$ cat src/rtl/uart_pkg.sv
// Shared FSM state type, parity mode constants and baud divider helper
// for the buffered UART transmitter.
package uart_pkg;

  typedef enum logic [2:0] {
    ST_IDLE,
    ST_START,
    ST_DATA,
    ST_PAR,
    ST_STOP
  } uart_state_e;

  localparam int PAR_NONE = 0;
  localparam int PAR_EVEN = 1;
  localparam int PAR_ODD  = 2;

  function automatic int div_calc(input int f_clk, input int baudrate);
    return f_clk / baudrate;
  endfunction

endpackage

$ cat src/rtl/uart_fifo.sv
// Synchronous show-ahead FIFO: rdata always presents the head entry, and
// a pointer pair with one wrap bit distinguishes full from empty.
module uart_fifo #(
  parameter int WIDTH = 8,
  parameter int DEPTH = 4
) (
  input  logic                   clk,
  input  logic                   rst_n,
  input  logic                   push,
  input  logic [WIDTH-1:0]       wdata,
  input  logic                   pop,
  output logic [WIDTH-1:0]       rdata,
  output logic                   full,
  output logic                   empty,
  output logic [$clog2(DEPTH):0] level
);

  localparam int AW = $clog2(DEPTH);
  localparam int PW = AW + 1;
  localparam logic [PW-1:0] PTR_ONE  = PW'(1);
  localparam logic [PW-1:0] CAPACITY = PW'(DEPTH);

  logic [PW-1:0]    wr_ptr_q, wr_ptr_d;
  logic [PW-1:0]    rd_ptr_q, rd_ptr_d;
  logic [WIDTH-1:0] mem_q [DEPTH];
  logic             do_push;
  logic             do_pop;

  assign level   = wr_ptr_q - rd_ptr_q;
  assign empty   = (wr_ptr_q == rd_ptr_q);
  assign full    = (level == CAPACITY);
  assign do_push = push && !full;
  assign do_pop  = pop && !empty;
  assign rdata   = mem_q[rd_ptr_q[AW-1:0]];

  always_comb begin
    // NOTE: every always_comb output gets a default first, so no path can infer a latch.
    wr_ptr_d = wr_ptr_q;
    rd_ptr_d = rd_ptr_q;
    if (do_push) wr_ptr_d = wr_ptr_q + PTR_ONE;
    if (do_pop)  rd_ptr_d = rd_ptr_q + PTR_ONE;
  end

  // NOTE: flops update with <= only, so every register samples pre-edge values.
  always_ff @(posedge clk) begin
    if (!rst_n) begin
      wr_ptr_q <= '0;
      rd_ptr_q <= '0;
    end else begin
      wr_ptr_q <= wr_ptr_d;
      rd_ptr_q <= rd_ptr_d;
    end
  end

  // NOTE: storage is deliberately not reset; the pointers alone decide which entries are valid.
  always_ff @(posedge clk) begin
    if (do_push) mem_q[wr_ptr_q[AW-1:0]] <= wdata;
  end

endmodule

$ cat src/rtl/uart_tx_fifo.sv
// Buffered UART transmitter: FIFO-fed, LSB-first frames with optional
// parity and 1/2 stop bits, sent back-to-back while words are queued.
module uart_tx_fifo
  import uart_pkg::*;
#(
  parameter int BAUDRATE   = 9600,
  parameter int F_CLK      = 50_000_000,
  parameter int DATA_BITS  = 8,
  parameter int PARITY     = 0,
  parameter int STOP_BITS  = 1,
  parameter int FIFO_DEPTH = 4
) (
  input  logic                        clk,
  input  logic                        rst_n,
  input  logic [DATA_BITS-1:0]        data,
  input  logic                        valid,
  output logic                        ready,
  output logic [$clog2(FIFO_DEPTH):0] level,
  output logic                        idle,
  output logic                        q
);

  localparam int DIV = div_calc(F_CLK, BAUDRATE);
  localparam int CW  = (DIV > 1) ? $clog2(DIV) : 1;
  localparam int BW  = $clog2(DATA_BITS + 1);

  localparam logic [CW-1:0] BAUD_LAST = CW'(DIV - 1);
  localparam logic [BW-1:0] DATA_LAST = BW'(DATA_BITS - 1);
  localparam logic [BW-1:0] STOP_LAST = BW'(STOP_BITS - 1);

  if (DIV < 2) begin : g_chk_div
    $error("uart_tx_fifo: F_CLK / BAUDRATE must be at least 2");
  end
  if (DATA_BITS < 5 || DATA_BITS > 9) begin : g_chk_data
    $error("uart_tx_fifo: DATA_BITS must be 5..9");
  end
  if (PARITY != PAR_NONE && PARITY != PAR_EVEN && PARITY != PAR_ODD) begin : g_chk_par
    $error("uart_tx_fifo: PARITY must be 0, 1 or 2");
  end
  if (STOP_BITS < 1 || STOP_BITS > 2) begin : g_chk_stop
    $error("uart_tx_fifo: STOP_BITS must be 1 or 2");
  end
  if (FIFO_DEPTH < 2 || (FIFO_DEPTH & (FIFO_DEPTH - 1)) != 0) begin : g_chk_depth
    $error("uart_tx_fifo: FIFO_DEPTH must be a power of two >= 2");
  end

  uart_state_e          state_q, state_d;
  logic [CW-1:0]        baud_q, baud_d;
  logic [BW-1:0]        bit_q, bit_d;
  logic [DATA_BITS-1:0] shift_q, shift_d;
  logic                 par_q, par_d;
  logic                 q_q, q_d;

  logic                 push;
  logic                 pop;
  logic                 bit_end;
  logic                 fifo_full;
  logic                 fifo_empty;
  logic [DATA_BITS-1:0] fifo_rdata;

  // ready must stay low in reset so nothing is accepted into a FIFO being cleared.
  assign ready   = rst_n && !fifo_full;
  assign push    = valid && ready;
  assign idle    = (state_q == ST_IDLE) && fifo_empty;
  assign q       = q_q;
  assign bit_end = (baud_q == BAUD_LAST);

  uart_fifo #(
    .WIDTH (DATA_BITS),
    .DEPTH (FIFO_DEPTH)
  ) u_fifo (
    .clk   (clk),
    .rst_n (rst_n),
    .push  (push),
    .wdata (data),
    .pop   (pop),
    .rdata (fifo_rdata),
    .full  (fifo_full),
    .empty (fifo_empty),
    .level (level)
  );

  always_comb begin
    state_d = state_q;
    baud_d  = bit_end ? '0 : baud_q + CW'(1);
    bit_d   = bit_q;
    shift_d = shift_q;
    par_d   = par_q;
    q_d     = 1'b1;
    pop     = 1'b0;

    case (state_q)
      ST_IDLE: begin
        baud_d = '0;
        pop    = !fifo_empty;
      end
      ST_START: begin
        q_d = 1'b0;
        if (bit_end) begin
          state_d = ST_DATA;
          bit_d   = '0;
        end
      end
      ST_DATA: begin
        q_d = shift_q[0];
        if (bit_end) begin
          shift_d = shift_q >> 1;
          if (bit_q == DATA_LAST) begin
            bit_d   = '0;
            state_d = (PARITY != PAR_NONE) ? ST_PAR : ST_STOP;
          end else begin
            bit_d = bit_q + BW'(1);
          end
        end
      end
      ST_PAR: begin
        q_d = par_q;
        if (bit_end) begin
          state_d = ST_STOP;
          bit_d   = '0;
        end
      end
      ST_STOP: begin
        if (bit_end) begin
          if (bit_q != STOP_LAST) begin
            bit_d = bit_q + BW'(1);
          end else if (fifo_empty) begin
            state_d = ST_IDLE;
          end else begin
            pop = 1'b1;
          end
        end
      end
      default: state_d = ST_IDLE;
    endcase

    // Loading from the head is shared by IDLE and the last stop-bit cycle,
    // which is what makes consecutive frames gapless.
    if (pop) begin
      shift_d = fifo_rdata;
      par_d   = (^fifo_rdata) ^ (PARITY == PAR_ODD);
      baud_d  = '0;
      bit_d   = '0;
      state_d = ST_START;
    end
  end

  always_ff @(posedge clk) begin
    if (!rst_n) begin
      state_q <= ST_IDLE;
      baud_q  <= '0;
      bit_q   <= '0;
      shift_q <= '0;
      par_q   <= 1'b0;
      q_q     <= 1'b1;
    end else begin
      state_q <= state_d;
      baud_q  <= baud_d;
      bit_q   <= bit_d;
      shift_q <= shift_d;
      par_q   <= par_d;
      q_q     <= q_d;
    end
  end

endmodule

$ cat config.mk
export PLATFORM = sky130hd
export DESIGN_NAME = uart_tx_fifo
export DESIGN_NICKNAME = d
export VERILOG_FILES = /design/src/rtl/uart_pkg.sv /design/src/rtl/uart_fifo.sv /design/src/rtl/uart_tx_fifo.sv
export SDC_FILE = /design/constraint.sdc
export NUM_CORES = 1
export LEC_CHECK = 0
export CAP_MARGIN = 0
export CORE_ASPECT_RATIO = 0.5
export CORE_MARGIN = 2
export CORE_UTILIZATION = 57
export DETAILED_ROUTE_END_ITERATION = 8
export GPL_TIMING_DRIVEN = 0
export PLACE_DENSITY = 0.84
export SYNTH_ARGS = -nofsm -noshare
export SYNTH_HDL_FRONTEND = slang
export SYNTH_HIERARCHICAL = 1
export SYNTH_SLANG_ARGS = --single-unit
$ cat constraint.sdc
create_clock -name clk -period 2.9 [get_ports clk]
set_input_delay 0.87 -clock clk [delete_from_list [all_inputs] [get_ports clk]]
set_output_delay 0.87 -clock clk [all_outputs]
set_load 0.02 [all_outputs]
==> results.cfg <==
[critical_path]
max_stage_delay_ps = 340
crit_fanout = 4
slowest_stage = dfxtp_2
start_kind = register
endpoint_kind = output pin
crit_arrival_ps = 2000
critPathTopFamily = adder cells
criticalPathCategory = reg2out
critPathBufInv = 4
crit_required_ps = 2030
cp_cell_sequence = inv_2 -> ha_1 -> inv_1 -> fa_2 -> xnor3_2 -> nand2_4 -> inv_1 -> nor2b_2 -> buf_6
cp_common_cell = inv_1
rrSetupSlack_ps = 240

[timing]
period_needed_ps = 2870
fmax_mhz = 349
finalSetupViolCount = 0
fin_crit_sh_pct = 98.9
grt_setup_unrepaired = true
slew_headroom_pct = 56.4
hold_slack_ps = 466
finalMaxSlewViolations = 0
tightestPinTransition_ps = 648
tns_ps = 0
hold_violations = 0
worst_clock_skew_ps = 8.71

[place]
gp_congestion = 0.874
detailed_place_hpwl_mm = 3.75
place_inst = 358
io_buffers = 16

[route]
drt_wl_total_mm = 5.68
m1WireLength_mm = 2.62
drc = 0
wl_per_cell_um = 15.0
via_per_inst = 5.53
via_count = 2095
drtIter0Drc = 84
final_antenna_net_count = 0
dr_wl_met3_um = 196
wl_met2_mm = 2.79
top_layer_used = met4
drt_first_pass_iters = 6

[synth]
yosysUniqueCellTypes = 49
synth_edf_count = 32
syn_nets = 291
synth_flop_cell = dfxtp_1
synth_cells = 269
ys_seq_elements = 70
synth.area.top_cells = edfxtp_1 30%, dfxtp_1 24%, mux4_2 5.7%, xnor2_1 4.2%, ha_1 4.0%
netlist_area_sq_um = 3160
synth_top_area_share_pct = 30.4
synthArstFlopShare_pct = 0
yosys_warnings = 6
synth.yosys.seq_area_share_pct = 54.4
synth_top_area_cell = edfxtp_1
syn_avg_cell_area_sq_um = 11.8

[clock_network]
numCtsBuffers = 9
cts_max_path_buffers = 2
clk_latency_ps = 340
cts_max_level = 3
clk_pin_slew_ps = 70
cts_sinks = 70
cts_tree = done
hold_buffers = 0
root_buffer = clkbuf_8

[grt]
grt_usage_pct = 19.3
gr-total-overflow = 0
grt_antenna_before_repair = 0
grt_pass1_wl_mm = 8.85
grt_start_max_net_pins = 14
grt_pass1_vias = 2017

[power_and_ir_drop]
peakVddDrop_mv = 0.408
leakage_nw = 1.33
p_per_area_nw_per_um2 = 602

[floorplanning]
rows = 19
start_util_pct = 58.4
die_x_um = 109
die_y_um = 56.7
coreArea_sq_um = 5420
pin_count = 17
dieArea_sq_um = 6200

[finish]
final_nets = 323
drive_above_1_share_pct = 17.0
n_fill_cell = 390
final_cells = 379
syn_to_final_growth_pct = 15.8
n_antenna_cell = 0

[flow_run]
drv_cap = 0

[worst_hold_path]
hold_class = reg2reg

[run_status]
status = completed
## routing by layer
layer | vias up | track usage [%]
li1 | 1027 | -
met1 | 1035 | 23.2
met2 | 26 | 31.8
met3 | 7 | 6.39
met4 | 0 | 8.14
met5 | - | 0
## cell type report
class / count / area, sq um / area share [%]
Sequential cell: 70 / 1720 / 47.0
Tap cell: 73 / 91.3 / 2.49
Clock inverter: 7 / 71.3 / 1.95
Buffer: 6 / 25.0 / 0.683
Multi-Input combinational cell: 180 / 1380 / 37.7
Timing Repair Buffer: 21 / 195 / 5.33
Clock buffer: 9 / 124 / 3.38
Inverter: 13 / 53.8 / 1.47
## path summary, 6_finish.rpt
| check | endpoint | cells after the start | from |
|---|---|---|---|
| worst min register to register | baud_q[0] | 1 | baud_q[0] |
| worst max-delay path | ready | 9 | u_fifo/wr_ptr_q[0] |
| worst min-delay path | baud_q[0] | 1 | baud_q[0] |
| worst max register to register | u_fifo/wr_ptr_q[2] | 13 | u_fifo/wr_ptr_q[0] |
## through the flow
step | total power [mW] | cell area [sq um] | setup WS [ps] | utilization (%)
after detailed placement | 1.44 | 3420 | -447 | 63.0
after CTS | 2.20 | 3620 | -75.8 | 66.7
after global placement | 1.43 | 3420 | -434 | 63.0
after floorplan | 1.34 | 3160 | 99.2 | -
after global routing | 2.30 | 3660 | -80.4 | 67.6
final | 2.21 | 3660 | 33.3 | 67.6
## logic make-up (layout without fill, tap and decap cells)
kind of cell | count (synthesis) | count (layout) | share of synthesized area [%]
simple gates | 96 | 96 | 16.5
flops | 70 | 70 | 54.4
compound gates | 37 | 37 | 7.87
xor+xnor | 23 | 23 | 6.84
buf+inv | 19 | 56 | 2.49
mux | 13 | 13 | 7.28
fa+ha+maj | 11 | 11 | 4.59
## placed cells by master, fill, tap and decap left out, types with 2 or more instances in the layout
cell / n
dfxtp_1: 37
edfxtp_1: 32
nor2_1: 24
nand2_1: 17
xnor2_1: 15
inv_1: 11
a21oi_1: 11
clkdlybuf4s50_1: 11
ha_1: 10
nand3_1: 9
clkbuf_8: 9
nor2b_1: 8
o21ai_0: 8
mux4_2: 8
xor2_1: 7
and2_1: 5
mux2i_1: 5
a22oi_1: 5
and3_1: 5
buf_4: 5
clkbuf_1: 3
or3_1: 3
or3b_2: 3
nand4_1: 3
a21boi_1: 3
nor3_1: 3
buf_2: 2
nand3b_1: 2
nand2b_1: 2
o21a_1: 2
inv_6: 2
clkinvlp_4: 2
## registers in the layout, indices dropped and copies added (netlist names), named ones only
signal,count
state_q,3
baud_q,13
u_fifo/mem_q,32
q,1
par_q,1
shift_q,8
u_fifo/rd_ptr_q,3
bit_q,4
u_fifo/wr_ptr_q,3
## what timing repair did
item / 4_1_cts / 5_1_grt
resized for setup: 12 / 8
buffers inserted: 0 / 5
pin swaps: 0 / 1
endpoints found under the hold margin: 0 / 0
endpoints found under the setup margin: 4 / 4
## report_power, final
part | internal [mW] | switching (mW) | leakage (nW) | total, mW
Sequential | 1.08 | 0.0220 | 0.599 | 1.10
Clock | 0.397 | 0.365 | 0.0898 | 0.762
Combinational | 0.152 | 0.192 | 0.645 | 0.344
## synth_stat cells (2+ instances only)
library cell	count
a21oi_1	11
xnor2_1	15
nor2b_1	10
a21boi_1	3
o21ai_0	8
o21a_1	2
mux2i_1	5
clkbuf_1	3
or3b_2	3
nor3_1	3
nand4_1	3
and2_1	5
mux4_2	8
a22oi_1	5
and3_1	5
nand3_1	9
nand3b_1	2
ha_1	10
nand2_1	17
nor2_1	24
dfxtp_1	38
inv_1	12
or3_1	3
nand2b_1	2
buf_2	2
xor2_1	7
edfxtp_1	32
(Power assumes the default switching activity.)
